$ cat src/rtl/servo_scan_ctrl_if.sv
// Command/status bundle between the rover command logic (master) and the
// servo scan sequencer (slave), including the PWM-side control outputs.
interface servo_scan_ctrl_if;
    logic        start;
    logic        abort;
    logic        obstacle;
    logic        holder;
    logic        tune;
    logic [16:0] lock;
    logic        busy;
    logic        done;
    logic        found;
    logic [16:0] found_angle;

    modport master (
        output start, abort, obstacle,
        input  holder, tune, lock, busy, done, found, found_angle
    );

    modport slave (
        input  start, abort, obstacle,
        output holder, tune, lock, busy, done, found, found_angle
    );
endinterface

$ cat src/rtl/servo_scan_ctrl.sv
// Single-sweep obstacle scan: park at MIN_ANGLE, step and dwell at each
// position, hold on the first hit or re-centre once the sweep runs out.
module servo_scan_ctrl #(
    parameter logic [16:0] MIN_ANGLE = 17'd23000,
    parameter logic [16:0] MAX_ANGLE = 17'd127000,
    parameter logic [16:0] STEP      = 17'd8667,
    parameter logic [26:0] DWELL     = 27'd30000000,
    parameter logic [26:0] TRAVEL    = 27'd60000000
) (
    input  logic              clk3,
    input  logic              reset,
    servo_scan_ctrl_if.slave  bus
);
    localparam logic [2:0] S_IDLE   = 3'd0;
    localparam logic [2:0] S_PARK   = 3'd1;
    localparam logic [2:0] S_DWELL  = 3'd2;
    localparam logic [2:0] S_LOCKED = 3'd3;
    localparam logic [2:0] S_RETURN = 3'd4;

    logic [2:0]  state_reg, state_next;
    logic [26:0] cnt_reg, cnt_next;
    logic [16:0] lock_reg, lock_next;
    logic [16:0] angle_reg, angle_next;
    logic        holder_reg;
    logic        tune_reg, tune_next;
    logic        busy_reg, busy_next;
    logic        done_reg, done_next;
    logic        found_reg, found_next;
    logic        exh_reg, exh_next;
    logic [17:0] sum;

    // One bit wider than lock so the bound check cannot wrap.
    assign sum = {1'b0, lock_reg} + {1'b0, STEP};

    always_comb begin
        state_next = state_reg;
        cnt_next   = cnt_reg + 27'd1;
        lock_next  = lock_reg;
        angle_next = angle_reg;
        tune_next  = tune_reg;
        busy_next  = busy_reg;
        done_next  = 1'b0;
        found_next = found_reg;
        exh_next   = exh_reg;
        case (state_reg)
            S_IDLE: begin
                cnt_next = '0;
                if (!bus.abort && bus.start) begin
                    state_next = S_PARK;
                    found_next = 1'b0;
                    angle_next = '0;
                    lock_next  = MIN_ANGLE;
                    tune_next  = 1'b0;
                    busy_next  = 1'b1;
                end
            end
            S_PARK: begin
                if (bus.abort) begin
                    state_next = S_RETURN;
                    cnt_next   = '0;
                    tune_next  = 1'b1;
                    exh_next   = 1'b0;
                end else if (cnt_reg == TRAVEL - 27'd1) begin
                    state_next = S_DWELL;
                    cnt_next   = '0;
                end
            end
            S_DWELL: begin
                if (bus.abort) begin
                    state_next = S_RETURN;
                    cnt_next   = '0;
                    tune_next  = 1'b1;
                    exh_next   = 1'b0;
                end else if (cnt_reg == DWELL - 27'd1) begin
                    cnt_next = '0;
                    if (bus.obstacle) begin
                        state_next = S_LOCKED;
                        found_next = 1'b1;
                        angle_next = lock_reg;
                        done_next  = 1'b1;
                    end else if (sum <= {1'b0, MAX_ANGLE}) begin
                        lock_next = sum[16:0];
                    end else begin
                        state_next = S_RETURN;
                        tune_next  = 1'b1;
                        exh_next   = 1'b1;
                    end
                end
            end
            S_LOCKED: begin
                cnt_next  = '0;
                lock_next = angle_reg;
                if (bus.abort) begin
                    state_next = S_RETURN;
                    tune_next  = 1'b1;
                    exh_next   = 1'b0;
                end
            end
            S_RETURN: begin
                // Only an exhausted sweep reports completion on the way home.
                if (cnt_reg == TRAVEL - 27'd1) begin
                    state_next = S_IDLE;
                    cnt_next   = '0;
                    busy_next  = 1'b0;
                    lock_next  = MIN_ANGLE;
                    done_next  = exh_reg;
                    exh_next   = 1'b0;
                end
            end
            default: begin
                state_next = S_IDLE;
                cnt_next   = '0;
                tune_next  = 1'b1;
                busy_next  = 1'b0;
                lock_next  = MIN_ANGLE;
            end
        endcase
    end

    always_ff @(posedge clk3) begin
        if (reset) begin
            state_reg  <= S_IDLE;
            cnt_reg    <= '0;
            lock_reg   <= MIN_ANGLE;
            angle_reg  <= '0;
            holder_reg <= 1'b1;
            tune_reg   <= 1'b1;
            busy_reg   <= 1'b0;
            done_reg   <= 1'b0;
            found_reg  <= 1'b0;
            exh_reg    <= 1'b0;
        end else begin
            state_reg  <= state_next;
            cnt_reg    <= cnt_next;
            lock_reg   <= lock_next;
            angle_reg  <= angle_next;
            holder_reg <= 1'b1;
            tune_reg   <= tune_next;
            busy_reg   <= busy_next;
            done_reg   <= done_next;
            found_reg  <= found_next;
            exh_reg    <= exh_next;
        end
    end

    assign bus.holder      = holder_reg;
    assign bus.tune        = tune_reg;
    assign bus.lock        = lock_reg;
    assign bus.busy        = busy_reg;
    assign bus.done        = done_reg;
    assign bus.found       = found_reg;
    assign bus.found_angle = angle_reg;
endmodule

$ cat src/flat_wrapper.sv
// flat-port wrapper written by rule: the top's interface ports become plain ports
module servo_scan_ctrl_flat 
#(
    parameter logic [16:0] MIN_ANGLE = 17'd23000,
    parameter logic [16:0] MAX_ANGLE = 17'd127000,
    parameter logic [16:0] STEP      = 17'd8667,
    parameter logic [26:0] DWELL     = 27'd30000000,
    parameter logic [26:0] TRAVEL    = 27'd60000000
)
  (clk3, reset, bus_start, bus_abort, bus_obstacle, bus_holder, bus_tune, bus_lock, bus_busy, bus_done, bus_found, bus_found_angle);
  servo_scan_ctrl_if bus_i ();
  input  logic clk3;
  input  logic reset;
  input wire logic [$bits(bus_i.start)-1:0] bus_start;
  input wire logic [$bits(bus_i.abort)-1:0] bus_abort;
  input wire logic [$bits(bus_i.obstacle)-1:0] bus_obstacle;
  output wire logic [$bits(bus_i.holder)-1:0] bus_holder;
  output wire logic [$bits(bus_i.tune)-1:0] bus_tune;
  output wire logic [$bits(bus_i.lock)-1:0] bus_lock;
  output wire logic [$bits(bus_i.busy)-1:0] bus_busy;
  output wire logic [$bits(bus_i.done)-1:0] bus_done;
  output wire logic [$bits(bus_i.found)-1:0] bus_found;
  output wire logic [$bits(bus_i.found_angle)-1:0] bus_found_angle;
  assign bus_i.start = bus_start;
  assign bus_i.abort = bus_abort;
  assign bus_i.obstacle = bus_obstacle;
  assign bus_holder = bus_i.holder;
  assign bus_tune = bus_i.tune;
  assign bus_lock = bus_i.lock;
  assign bus_busy = bus_i.busy;
  assign bus_done = bus_i.done;
  assign bus_found = bus_i.found;
  assign bus_found_angle = bus_i.found_angle;
  servo_scan_ctrl #(.MIN_ANGLE(MIN_ANGLE), .MAX_ANGLE(MAX_ANGLE), .STEP(STEP), .DWELL(DWELL), .TRAVEL(TRAVEL)) u_core (.clk3(clk3), .reset(reset), .bus(bus_i));
endmodule
$ cat config.mk
export PLATFORM = sky130hd
export DESIGN_NAME = servo_scan_ctrl_flat
export DESIGN_NICKNAME = d
export VERILOG_FILES = /design/src/rtl/servo_scan_ctrl_if.sv /design/src/rtl/servo_scan_ctrl.sv /design/src/flat_wrapper.sv
export SDC_FILE = /design/constraint.sdc
export NUM_CORES = 1
export LEC_CHECK = 0
export CORE_MARGIN = 10
export CORE_UTILIZATION = 51
export DETAILED_ROUTE_END_ITERATION = 8
export GPL_TIMING_DRIVEN = 0
export HOLD_SLACK_MARGIN = 0.06
export PLACE_DENSITY = 0.79
export SLEW_MARGIN = 20
export SYNTH_ARGS = -nofsm -noshare
export SYNTH_HDL_FRONTEND = slang
export SYNTH_SLANG_ARGS = --single-unit
$ cat constraint.sdc
create_clock -name clk3 -period 2.55 [get_ports clk3]
set_clock_uncertainty 0.05 [all_clocks]
set_input_delay 0.51 -clock clk3 [delete_from_list [all_inputs] [get_ports clk3]]
set_output_delay 0.51 -clock clk3 [all_outputs]
set_load 0.01 [all_outputs]
==> flow_metrics.tcl <==
set metrics [dict create \
    outcome "complete, but fails checks" \
    violations "setup timing" \
    drtAntennaViolNets 0 \
    seqCellArea_um2 1410 \
    setup_ws_ns -0.183 \
    ioPinCount 44 \
    place_congestion 0.995 \
    multi_input_area_um2 2370 \
    tritoncts "built" \
    maxCapViolCount 0 \
    wl_met3_mm 1.08 \
    min_path_type "register to register" \
    crit_start "u_core.bus.lock[0]$_SDFFE_PP0P_" \
    cts_sinks 69 \
    synth_edf_count 0 \
    dp_cells 602 \
    synth_mux_area_share_pct 0.812 \
    fin_cells 637 \
    drive_above_1_share_pct 19.8 \
    ys_ff_latch 69 \
    synth_simple_gate_area_share_pct 28.8 \
    min-delay-start "u_core.cnt_reg[0]$_SDFF_PP0_" \
    finalHoldViolCount 0 \
    rsz0062_at_grt "true" \
    tightest_slew_ns 0.754 \
    r2r_slack_ns -0.18 \
    worst_ep_arrival_time_ns 2.91 \
    ctsHoldBuffers 0 \
    root_buffer "clkbuf_8" \
    overflow 0 \
    core_um2 6910 \
    wl_per_cell_um 17.8 \
    grt_pass1_vias 3696 \
    cts_buffer_depth 2 \
    finalSetupViolations 21 \
    area_delta_synth_final_pct 31.7 \
    wirelength_mm 11.3 \
    via_count 3877 \
    hpwl_mm 7.37 \
    max_freq_ghz 0.366 \
    start_util_pct 53.6 \
    whs_path_depth 1 \
    peakVddDrop_uv 348 \
    syn_area_um2 3700 \
    required_ns 2.73 \
    grt_pass1_wl_mm 18.3 \
    num-nets-final 547 \
    antennaDiodeCount 0 \
    cp_max_fo 5 \
    synth_top_family_by_area "simple AND/OR/NAND/NOR gates" \
    cts-htree-levels 3 \
    drtIter0Drc 469 \
    p_comb_share_pct 15.4 \
    largest_reg_flops 27 \
    rows 30 \
    drc 0 \
    min_period_ns 2.73 \
    numCtsBuffers 9 \
    slew_headroom_pct 49.6 \
    dr_wl_met2_mm 5.17 \
    ys_dominant_reg_cell "dfxtp_1" \
    met1_length_mm 4.74 \
    drv_slew 0 \
    power_switching_uw 615 \
    via_per_inst 6.09 \
    port_buffers 42 \
    yosysWarnings 0 \
    dieArea_um2 11100 \
    p_sw_share_pct 26.9 \
    insertion_delay_ns 0.34 \
    synthDistinctLibCells 62 \
    critPathCaptureType "register" \
    leakage_uw 0.00168 \
    start_kind "register" \
    synthArstFlopShare_pct 0 \
    p_seq_share_pct 49.0 \
    rr_worst_depth 12 \
    p_clk_share_pct 35.7 \
    grt_usage_pct 19.7 \
    dr.pass1.iters 5 \
    holdPathEnd "u_core.cnt_reg[0]$_SDFF_PP0_" \
    synthAdderAreaFrac_pct 1.01 \
    fillers 561 \
    r2r_end "u_core.state_reg[2]$_SDFFE_PP0P_" \
    synth-xor-area-share_pct 7.58 \
    total_power_uw 2290 \
    avgSynthCellArea_um2 7.97 \
    powerDensity_nw_per_um2 470 \
    postSynthCellCount 464 \
    timing.rr.start "u_core.bus.lock[0]$_SDFFE_PP0P_" \
    top_layer "met4" \
    die_w_um 105 \
    synth_compound_area_share_pct 19.8 \
    yosysSeqAreaShare_pct 37.3 \
    clk_pin_slew_worst_paths_ns 0.07 \
    period_share_pct 107 \
    internal-power_uw 1680 \
    synth_fp_nets 472 \
    grt_antenna_before_repair 0 \
    grt_start_max_net_pins 12 \
    path_class "register to register" \
    die_h_um 105 \
]
[metal layers]
layer | up-vias | track usage [%]
met5 | - | 0
met4 | 0 | 10.3
met3 | 40 | 4.42
met2 | 235 | 29.6
met1 | 1804 | 25.7
li1 | 1798 | -
[synthesized netlist by cell type, types with 5 or more instances]
cell / instances / area [um^2]
xnor2_1: 14 / 123
nor2_1: 85 / 319
nand4_1: 9 / 56.3
a21oi_1: 25 / 125
nor2b_1: 5 / 31.3
nor3_1: 20 / 100
xor2_1: 18 / 158
nand3_1: 18 / 90.1
inv_1: 8 / 30.0
nand2_1: 48 / 180
a22oi_1: 21 / 158
clkbuf_1: 21 / 78.8
a211oi_2: 5 / 62.6
dfxtp_1: 69 / 1380
nor4_1: 5 / 31.3
o21ai_0: 9 / 45.0
[placed cells by master (no fill, tap or decap), types with 4 or more instances in the layout]
cell type	n
a211oi_2	5
a21oi_1	25
a22oi_1	21
a31oi_1	4
buf_2	4
buf_4	26
buf_6	6
clkbuf_1	11
clkbuf_8	9
clkdlybuf4s50_1	42
dfxtp_1	55
dfxtp_2	10
dfxtp_4	4
inv_1	6
nand2_1	48
nand3_1	18
nand4_1	9
nor2_1	85
nor3_1	18
o21ai_0	7
xnor2_1	14
xor2_1	18
[critical path, cell delays in order, from the launching register on]
cell	delay, ns
dfxtp_4	0.34
buf_6	0.12
buf_4	0.13
nor2_1	0.17
nor3_1	0.11
nor4_2	0.36
nand4_1	0.21
o221ai_2	0.27
a21oi_4	0.13
buf_4	0.17
o41ai_4	0.28
nor4_1	0.10
o21a_1	0.19
[what timing repair did]
action                     in CTS  in global routing
gates cloned                    3                  0
buffers inserted               25                  1
resized for setup              59                 19
pin swaps                      15                  4
hold endpoints to repair        0                  0
setup endpoints to repair      66                 52
[logic make-up (layout without fill, tap and decap cells)]
family	after synthesis	in the layout
simple gates	219	219
compound gates	100	101
flops	69	69
buf+inv	37	113
xor+xnor	32	32
fa+ha+maj	3	3
mux	3	3
other cells	1	1
[through the flow]
| stage | area, um^2 | setup TNS, ns | util [%] | worst slack, ns | hold WS (ns) |
|---|---|---|---|---|---|
| final | 4870 | -2.32 | 70.5 | -0.183 | 0.413 |
| after global routing | 4870 | -4.13 | 70.5 | -0.261 | 0.436 |
| after CTS | 4810 | -0.138 | 69.7 | -0.0506 | 0.421 |
| after detailed placement | 4240 | -22.04 | 61.4 | -0.525 | 0.405 |
| after global placement | 4240 | -19.14 | 61.4 | -0.474 | 0.381 |
| after floorplan | 3700 | 0 | - | 0.00279 | 0.368 |
[cell type report]
| cell class | count | share of cell area, % |
|---|---|---|
| sequential | 69 | 28.9 |
| multi-input combinational | 359 | 48.7 |
| clock inverter | 3 | 0.822 |
| tap | 96 | 2.47 |
| buffer | 22 | 2.75 |
| clock buffer | 10 | 2.62 |
| timing repair buffer | 70 | 13.1 |
| inverter | 8 | 0.616 |
[worst max path at each step]
stage | cells past startpoint | endpoint | slack (ns)
finish | 12 | u_core.state_reg[2]$_SDFFE_PP0P_ | -0.18
global route | 12 | u_core.state_reg[2]$_SDFFE_PP0P_ | -0.26
CTS | 11 | u_core.bus.lock[3]$_SDFFE_PP1P_ | -0.05
detailed placement | 10 | u_core.cnt_reg[1]$_SDFF_PP0_ | -0.53
global placement | 10 | u_core.cnt_reg[25]$_SDFF_PP0_ | -0.47
floorplan | 10 | u_core.state_reg[2]$_SDFFE_PP0P_ | 0.003
[power groups by stage]
stage                     sequential, uW  clock (uW)  combinational [uW]
final                               1120         817                 352
after detailed placement            1150           0                 272
after global routing                1120         872                 374
after CTS                           1120         826                 331
after floorplan                     1150           0                 173
after global placement              1140           0                 266
Note: power is estimated with default switching activity, not from simulation.
